`src/rtl/sad3_block_reduce.sv`:
```
// ---------------------------------------------------------------------------
// sad3_block_reduce
//
// SAD3-stage block reducer. Each accepted beat carries four per-row absolute
// difference partial sums (A2..D2). ROWS beats are accumulated into one block
// SAD, which is handed to writeback over a valid/ready handshake. Across a
// motion search the smallest block SAD and its block index are tracked.
//
// Ports
//   Clk        in   1      rising-edge clock
//   Reset      in   1      synchronous reset, active-high
//   InValid    in   1      A2..D2 / InRegDst valid this cycle
//   InReady    out  1      stage can accept a beat (ACCUM state, not in reset)
//   A2..D2     in   32     unsigned partial absolute differences
//   InRegDst   in   5      destination register, sampled on a block's last beat
//   InClear    in   1      start a new search (clear min tracking / block index)
//   OutValid   out  1      block result valid
//   OutReady   in   1      writeback consumes the result
//   OutSAD     out  ACC_W  SAD of the completed block
//   OutIdx     out  IDX_W  index of the completed block
//   OutRegDst  out  5      destination register for OutSAD
//   MinSAD     out  ACC_W  smallest block SAD since the last clear
//   MinIdx     out  IDX_W  index of MinSAD
//
// Configuration macro
//   SAD_SATURATE_EN  defined  : accumulation clamps at 2^ACC_W-1
//                    undefined: accumulation wraps modulo 2^ACC_W
//
// ACC_W is expected to be at least 32 (the input width).
// ---------------------------------------------------------------------------
module sad3_block_reduce #(
  parameter int ROWS  = 4,
  parameter int ACC_W = 32,
  parameter int IDX_W = 8
) (
  input  logic             Clk,
  input  logic             Reset,
  input  logic             InValid,
  output logic             InReady,
  input  logic [31:0]      A2,
  input  logic [31:0]      B2,
  input  logic [31:0]      C2,
  input  logic [31:0]      D2,
  input  logic [4:0]       InRegDst,
  input  logic             InClear,
  output logic             OutValid,
  input  logic             OutReady,
  output logic [ACC_W-1:0] OutSAD,
  output logic [IDX_W-1:0] OutIdx,
  output logic [4:0]       OutRegDst,
  output logic [ACC_W-1:0] MinSAD,
  output logic [IDX_W-1:0] MinIdx
);

  // Beat sum needs ACC_W+3 bits; one more bit holds acc + beat sum.
  localparam int SUM_W  = ACC_W + 3;
  localparam int WIDE_W = SUM_W + 1;

  // Row counter is 8 bits: ROWS is at most 256, so the last row index fits.
  localparam logic [7:0] LAST_ROW = 8'(ROWS - 1);

  typedef enum logic [0:0] {
    ST_ACCUM = 1'b0,
    ST_HOLD  = 1'b1
  } state_t;

  // Adds one beat to the accumulator. Saturating build clamps on overflow,
  // which also keeps a saturated accumulator pinned at all-ones until the
  // block ends (every beat is non-negative).
  function automatic logic [ACC_W-1:0] add_beat(
    input logic [ACC_W-1:0] acc,
    input logic [31:0]      a,
    input logic [31:0]      b,
    input logic [31:0]      c,
    input logic [31:0]      d
  );
`ifdef SAD_SATURATE_EN
    logic [SUM_W-1:0]  beat;
    logic [WIDE_W-1:0] wide;
    beat = SUM_W'(a) + SUM_W'(b) + SUM_W'(c) + SUM_W'(d);
    wide = WIDE_W'(acc) + WIDE_W'(beat);
    if (|wide[WIDE_W-1:ACC_W]) begin
      add_beat = {ACC_W{1'b1}};
    end else begin
      add_beat = wide[ACC_W-1:0];
    end
`else
    // Only the low ACC_W bits survive wrapping, so sum directly at ACC_W.
    add_beat = acc + ACC_W'(a) + ACC_W'(b) + ACC_W'(c) + ACC_W'(d);
`endif
  endfunction

  state_t           state_r,      state_n_s;
  logic [ACC_W-1:0] acc_r,        acc_n_s;
  logic [7:0]       row_cnt_r,    row_cnt_n_s;
  logic [IDX_W-1:0] blk_idx_r,    blk_idx_n_s;
  logic             min_seen_r,   min_seen_n_s;
  logic             clr_pend_r,   clr_pend_n_s;
  logic             out_valid_r,  out_valid_n_s;
  logic [ACC_W-1:0] out_sad_r,    out_sad_n_s;
  logic [IDX_W-1:0] out_idx_r,    out_idx_n_s;
  logic [4:0]       out_regdst_r, out_regdst_n_s;
  logic [ACC_W-1:0] min_sad_r,    min_sad_n_s;
  logic [IDX_W-1:0] min_idx_r,    min_idx_n_s;

  logic             in_ready_s;
  logic             accept_s;
  logic [ACC_W-1:0] acc_base_s;
  logic [7:0]       row_base_s;
  logic [IDX_W-1:0] idx_base_s;
  logic             seen_base_s;
  logic [ACC_W-1:0] min_sad_base_s;
  logic [IDX_W-1:0] min_idx_base_s;
  logic [ACC_W-1:0] next_s;

  // Next-state and datapath: handshake, clear, accumulate, min tracking, handoff.
  always_comb begin
    state_n_s      = state_r;
    acc_n_s        = acc_r;
    row_cnt_n_s    = row_cnt_r;
    blk_idx_n_s    = blk_idx_r;
    min_seen_n_s   = min_seen_r;
    clr_pend_n_s   = clr_pend_r;
    out_valid_n_s  = out_valid_r;
    out_sad_n_s    = out_sad_r;
    out_idx_n_s    = out_idx_r;
    out_regdst_n_s = out_regdst_r;
    min_sad_n_s    = min_sad_r;
    min_idx_n_s    = min_idx_r;

    in_ready_s = (state_r == ST_ACCUM) & ~Reset;
    accept_s   = InValid & in_ready_s;

    // A clear in ACCUM takes effect before a same-cycle beat, so the beat
    // sees a fresh search: row 0 of block 0 with no minimum recorded.
    if (InClear) begin
      acc_base_s     = {ACC_W{1'b0}};
      row_base_s     = 8'd0;
      idx_base_s     = {IDX_W{1'b0}};
      seen_base_s    = 1'b0;
      min_sad_base_s = {ACC_W{1'b0}};
      min_idx_base_s = {IDX_W{1'b0}};
    end else begin
      acc_base_s     = acc_r;
      row_base_s     = row_cnt_r;
      idx_base_s     = blk_idx_r;
      seen_base_s    = min_seen_r;
      min_sad_base_s = min_sad_r;
      min_idx_base_s = min_idx_r;
    end

    next_s = add_beat(acc_base_s, A2, B2, C2, D2);

    case (state_r)
      ST_ACCUM: begin
        acc_n_s      = acc_base_s;
        row_cnt_n_s  = row_base_s;
        blk_idx_n_s  = idx_base_s;
        min_seen_n_s = seen_base_s;
        min_sad_n_s  = min_sad_base_s;
        min_idx_n_s  = min_idx_base_s;
        if (accept_s) begin
          if (row_base_s == LAST_ROW) begin
            out_sad_n_s    = next_s;
            out_idx_n_s    = idx_base_s;
            out_regdst_n_s = InRegDst;
            out_valid_n_s  = 1'b1;
            state_n_s      = ST_HOLD;
            min_seen_n_s   = 1'b1;
            // Strict less-than: on a tie the earlier block index is kept.
            if (!seen_base_s || (next_s < min_sad_base_s)) begin
              min_sad_n_s = next_s;
              min_idx_n_s = idx_base_s;
            end else begin
              min_sad_n_s = min_sad_base_s;
              min_idx_n_s = min_idx_base_s;
            end
          end else begin
            acc_n_s     = next_s;
            row_cnt_n_s = row_base_s + 8'd1;
          end
        end else begin
          state_n_s = ST_ACCUM;
        end
      end

      ST_HOLD: begin
        // The pending result is untouched by a clear; only min tracking is
        // wiped now, and the block index restart is deferred to the handoff.
        if (InClear) begin
          min_seen_n_s = 1'b0;
          min_sad_n_s  = {ACC_W{1'b0}};
          min_idx_n_s  = {IDX_W{1'b0}};
          clr_pend_n_s = 1'b1;
        end else begin
          clr_pend_n_s = clr_pend_r;
        end
        if (OutReady) begin
          out_valid_n_s = 1'b0;
          acc_n_s       = {ACC_W{1'b0}};
          row_cnt_n_s   = 8'd0;
          clr_pend_n_s  = 1'b0;
          state_n_s     = ST_ACCUM;
          if (InClear || clr_pend_r) begin
            blk_idx_n_s = {IDX_W{1'b0}};
          end else begin
            blk_idx_n_s = blk_idx_r + IDX_W'(1);
          end
        end else begin
          state_n_s = ST_HOLD;
        end
      end

      default: begin
        state_n_s     = ST_ACCUM;
        out_valid_n_s = 1'b0;
      end
    endcase
  end

  // State and output registers with synchronous reset.
  always_ff @(posedge Clk) begin
    if (Reset) begin
      state_r      <= ST_ACCUM;
      acc_r        <= {ACC_W{1'b0}};
      row_cnt_r    <= 8'd0;
      blk_idx_r    <= {IDX_W{1'b0}};
      min_seen_r   <= 1'b0;
      clr_pend_r   <= 1'b0;
      out_valid_r  <= 1'b0;
      out_sad_r    <= {ACC_W{1'b0}};
      out_idx_r    <= {IDX_W{1'b0}};
      out_regdst_r <= 5'd0;
      min_sad_r    <= {ACC_W{1'b0}};
      min_idx_r    <= {IDX_W{1'b0}};
    end else begin
      state_r      <= state_n_s;
      acc_r        <= acc_n_s;
      row_cnt_r    <= row_cnt_n_s;
      blk_idx_r    <= blk_idx_n_s;
      min_seen_r   <= min_seen_n_s;
      clr_pend_r   <= clr_pend_n_s;
      out_valid_r  <= out_valid_n_s;
      out_sad_r    <= out_sad_n_s;
      out_idx_r    <= out_idx_n_s;
      out_regdst_r <= out_regdst_n_s;
      min_sad_r    <= min_sad_n_s;
      min_idx_r    <= min_idx_n_s;
    end
  end

  assign InReady   = in_ready_s;
  assign OutValid  = out_valid_r;
  assign OutSAD    = out_sad_r;
  assign OutIdx    = out_idx_r;
  assign OutRegDst = out_regdst_r;
  assign MinSAD    = min_sad_r;
  assign MinIdx    = min_idx_r;

endmodule
```
`config.mk`:
```
export PLATFORM = sky130hd
export DESIGN_NAME = sad3_block_reduce
export DESIGN_NICKNAME = d
export VERILOG_FILES = /design/src/rtl/sad3_block_reduce.sv
export SDC_FILE = /design/constraint.sdc
export NUM_CORES = 1
export LEC_CHECK = 0
export ABC_CLOCK_PERIOD_IN_PS = 6800
export CAP_MARGIN = 20
export CORE_MARGIN = 10
export CORE_UTILIZATION = 47
export CTS_BUF_LIST = sky130_fd_sc_hd__clkbuf_8 sky130_fd_sc_hd__clkbuf_16
export DETAILED_ROUTE_END_ITERATION = 7
export GPL_TIMING_DRIVEN = 0
export MAX_ROUTING_LAYER = met4
export PLACE_DENSITY = 0.78
export SYNTH_ARGS = -nofsm -noshare
export SYNTH_HDL_FRONTEND = slang
export SYNTH_SLANG_ARGS = --single-unit
```
`constraint.sdc`:
```
create_clock -name Clk -period 6.8 [get_ports Clk]
set_input_delay 1.02 -clock Clk [delete_from_list [all_inputs] [get_ports Clk]]
set_output_delay 1.02 -clock Clk [all_outputs]
set_load 0.05 [all_outputs]
```
==> flow_metrics.env <==
export IMPL_tns_ns=-12.21
export IMPL_n_antenna_cell=0
export IMPL_setup_viol=40
export IMPL_power_density_mw_per_mm2=441
export IMPL_avgViaCountPerCell=5.48
export IMPL_synthAdderAreaFrac=0.260
export IMPL_slowest_delay_ns=0.55
export IMPL_num_vias=9930
export IMPL_fin_crit_sh=1.06
export IMPL_core_sq_mm=0.0212
export IMPL_critical_path_buf_inv_count=9
export IMPL_route_detailed_drc=0
export IMPL_gr_total_overflow=0
export IMPL_required_ns=7.10
export IMPL_synth_compound_area_share=0.181
export IMPL_r2r_end="MinIdx[0]"
export IMPL_layout_drive_gt1_share=0.144
export IMPL_clk_pin_slew_ns=0.06
export IMPL_synth_top_family_by_area="adder cells"
export IMPL_cp_arrival_ns=7.50
export IMPL_highest_layer="met4"
export IMPL_num_io_pins=225
export IMPL_crit_end="MinIdx[0]"
export IMPL_final_min_clock_period_ns=7.20
export IMPL_dieHeight_um=167
export IMPL_drv_cap=0
export IMPL_drt_first_pass_iters=7
export IMPL_critPathLaunch="A2[11]"
export IMPL_first_global_vias=9831
export IMPL_die_w_um=167
export IMPL_violations="setup timing"
export IMPL_ir_drop_uv=292
export IMPL_layout_nets=1819
export IMPL_synth_simple_area_share=0.148
export IMPL_place_congestion=0.909
export IMPL_skew_ns=0.0129
export IMPL_cts_tree="built"
export IMPL_crit_path_frequent_cell="inv_1"
export IMPL_reg2reg_from="acc_r[1]"
export IMPL_design_area_sq_mm=0.0145
export IMPL_synthXorXnorAreaFrac=0.0250
export IMPL_grt_use_total=0.236
export IMPL_avgRoutedWirePerCell_um=18.9
export IMPL_end_kind="register"
export IMPL_crit_cells=27
export IMPL_wl_met2_um=16400
export IMPL_synth_nets=1525
export IMPL_grt_setup_unrepaired="true"
export IMPL_synth_top_area_frac=0.270
export IMPL_synth_area_per_cell_sq_um=8.26
export IMPL_num_rows=53
export IMPL_setup_ws_ns=-0.397
export IMPL_fmax_mhz=139
export IMPL_muxShareOfSynthArea=0.0110
export IMPL_slowest_stage="or4_4"
export IMPL_antenna_found_initial=0
export IMPL_reg2reg_depth=25
export IMPL_outcome="finished, violations left"
export IMPL_cp_top_family="adder cells"
export IMPL_ys_types=59
export IMPL_design_die_area_sq_mm=0.0279
export IMPL_drt_iter0_drc=770
export IMPL_pre_cts_ws_ns=-1.92
export IMPL_yosysSeqAreaShare=0.270
export IMPL_htree_levels=4
export IMPL_drv_slew=0
export IMPL_grt_max_degree=17
export IMPL_placed_area_sq_mm=0.0128
export IMPL_yosysWarnings=0
export IMPL_synth_seq_cells=137
export IMPL_critPathLaunchType="input port"
export IMPL_ys_async_sr_fraction=0
export IMPL_fin_util=0.687
export IMPL_synth_top_area_cell="dfxtp_1"
export IMPL_holdWs_ns=0.446
export IMPL_ant_nets=0
export IMPL_syn_inst=1231
export IMPL_max_slew_margin=0.469
export IMPL_crit_fanout=6
export IMPL_area_growth_pct=42.9
export IMPL_routed_wl_um=34200
export IMPL_dp_hpwl_um=24300
export IMPL_start_util=0.480
export IMPL_leakage_nw=6.37
export IMPL_clk_latency_ns=0.44
export IMPL_path_class="in -> reg"
export IMPL_hold_viol=0
export IMPL_routed_wl_met3_um=2950
export IMPL_clockBufferDepth=2
export IMPL_clock_root_buffer="clkbuf_16"
export IMPL_synth_main_ff_cell="dfxtp_1"
export IMPL_max_slew_worst_pin_slew_ns=0.796
export IMPL_synth_edf_count=0
export IMPL_numCtsBuffers=17
export IMPL_clock_sinks=137
export IMPL_rrSetupSlack_ns=0.97
export IMPL_holdCritPathClass="reg -> reg"
export IMPL_wl_met1_um=13700
export IMPL_grt_pass1_wl_um=52000
export IMPL_portBuffers=223
export IMPL_synth_area_sq_mm=0.0102
export IMPL_netlist_top_cells_area="dfxtp_1, fa_1, inv_1"
==> cell families (layout without fill, tap and decap cells) <==
| logic type | Yosys count | after routing |
|---|---|---|
| buffers and inverters | 280 | 585 |
| xor gates and xnor gates | 29 | 29 |
| and+or+nand+nor | 344 | 344 |
| DFF | 137 | 137 |
| AOI/OAI and AO/OA | 274 | 275 |
| muxes | 11 | 11 |
| adders and majority gates | 156 | 156 |
==> registers in the layout (all words and copies together), names as in the netlist <==
register,flops
MinSAD,32
OutSAD,32
acc_r,32
MinIdx,8
OutIdx,8
blk_idx_r,8
row_cnt_r,8
OutRegDst,5
OutValid,1
clr_pend_r,1
min_seen_r,1
state_r,1
==> metal layers <==
layer | vias to the layer above | track usage
met1 | 4731 | 0.282
met5 | - | -
met2 | 472 | 0.373
li1 | 4635 | -
met4 | 0 | 0.0890
met3 | 92 | 0.0635
==> through the flow <==
stage | total power, mW | instances
global placement | 3.94 | 1729
global route | 6.83 | 1812
floorplan | 3.24 | 1231
CTS | 5.88 | 1803
detailed placement | 4.01 | 1729
finish | 6.41 | 1812
==> cell usage in the layout, fill, tap and decap left out, drive strengths merged, types with 14 or more instances in the layout <==
master	n
inv	232
clkdlybuf4s50	204
nand2	198
dfxtp	137
fa	92
a21oi	89
buf	68
ha	64
clkbuf	56
nor2	55
o21ai	41
a22o	32
o31ai	30
xnor2	21
nor3	17
and3	16
nor2b	14
nand3	14
==> area by class of cell <==
cell class | count | area (sq um)
timing repair buffer | 276 | 2680
sequential | 137 | 2740
fill | 1600 | 6630
tap | 275 | 344
inverter | 231 | 870
multi-input combinational | 815 | 7030
clock buffer | 18 | 439
clock inverter | 13 | 179
buffer | 47 | 239
==> Yosys cell counts, types with 14 or more instances <==
cell / count
dfxtp_1: 137
a21oi_1: 89
nor2_1: 55
nor3_1: 17
fa_1: 92
ha_1: 64
o21ai_0: 38
clkbuf_1: 38
o31ai_1: 30
nand2_1: 198
a22o_1: 32
nor2b_1: 14
inv_1: 230
xnor2_1: 21
nand3_1: 14
and3_1: 16
==> where the power goes <==
part	leakage (nW)	total [mW]	switching, mW	internal [mW]
clock	0.287	0.998	0.380	0.618
combinational	4.98	4.48	2.48	2.00
sequential	1.11	0.932	0.0448	0.887
total	6.37	6.41	2.91	3.50
==> what timing repair did <==
| item | 4_1_cts | 5_1_grt |
|---|---|---|
| gates cloned | 4 | 2 |
| hold buffers | 0 | 0 |
| setup endpoints to repair | 40 | 41 |
| pin swaps | 54 | 23 |
| buffers inserted | 40 | 12 |
| resized for setup | 148 | 73 |
==> worst reg2reg max path, stage by stage, from the launching register on <==
cell and delay (ns):
dfxtp_1 0.34, nand2_1 0.09, fa_1 0.57, inv_2 0.05
ha_4 0.15, fa_2 0.38, a211oi_4 0.26, o21ai_2 0.12
o2111a_2 0.30, o21ai_4 0.19, o311ai_4 0.16, a21oi_2 0.24
mux2i_2 0.29, nor2_2 0.10, ha_4 0.30, and4_4 0.21
nand4_1 0.16, or4_4 0.47, a31oi_4 0.19, o211ai_1 0.14
a31oi_2 0.29, a311oi_4 0.12, buf_6 0.22, buf_6 0.12
mux2i_1 0.16, nor2_1 0.07
==> worst min path at each step <==
stage,startpoint,endpoint,slack (ns),cells past startpoint
final,acc_r[5],acc_r[5],0.45,2
after detailed placement,acc_r[5],acc_r[5],0.43,2
after global routing,acc_r[5],acc_r[5],0.46,2
after CTS,acc_r[5],acc_r[5],0.45,2
after global placement,acc_r[5],acc_r[5],0.43,2
after floorplan,acc_r[5],acc_r[5],0.42,2
Note: power is estimated with default switching activity, not from simulation.
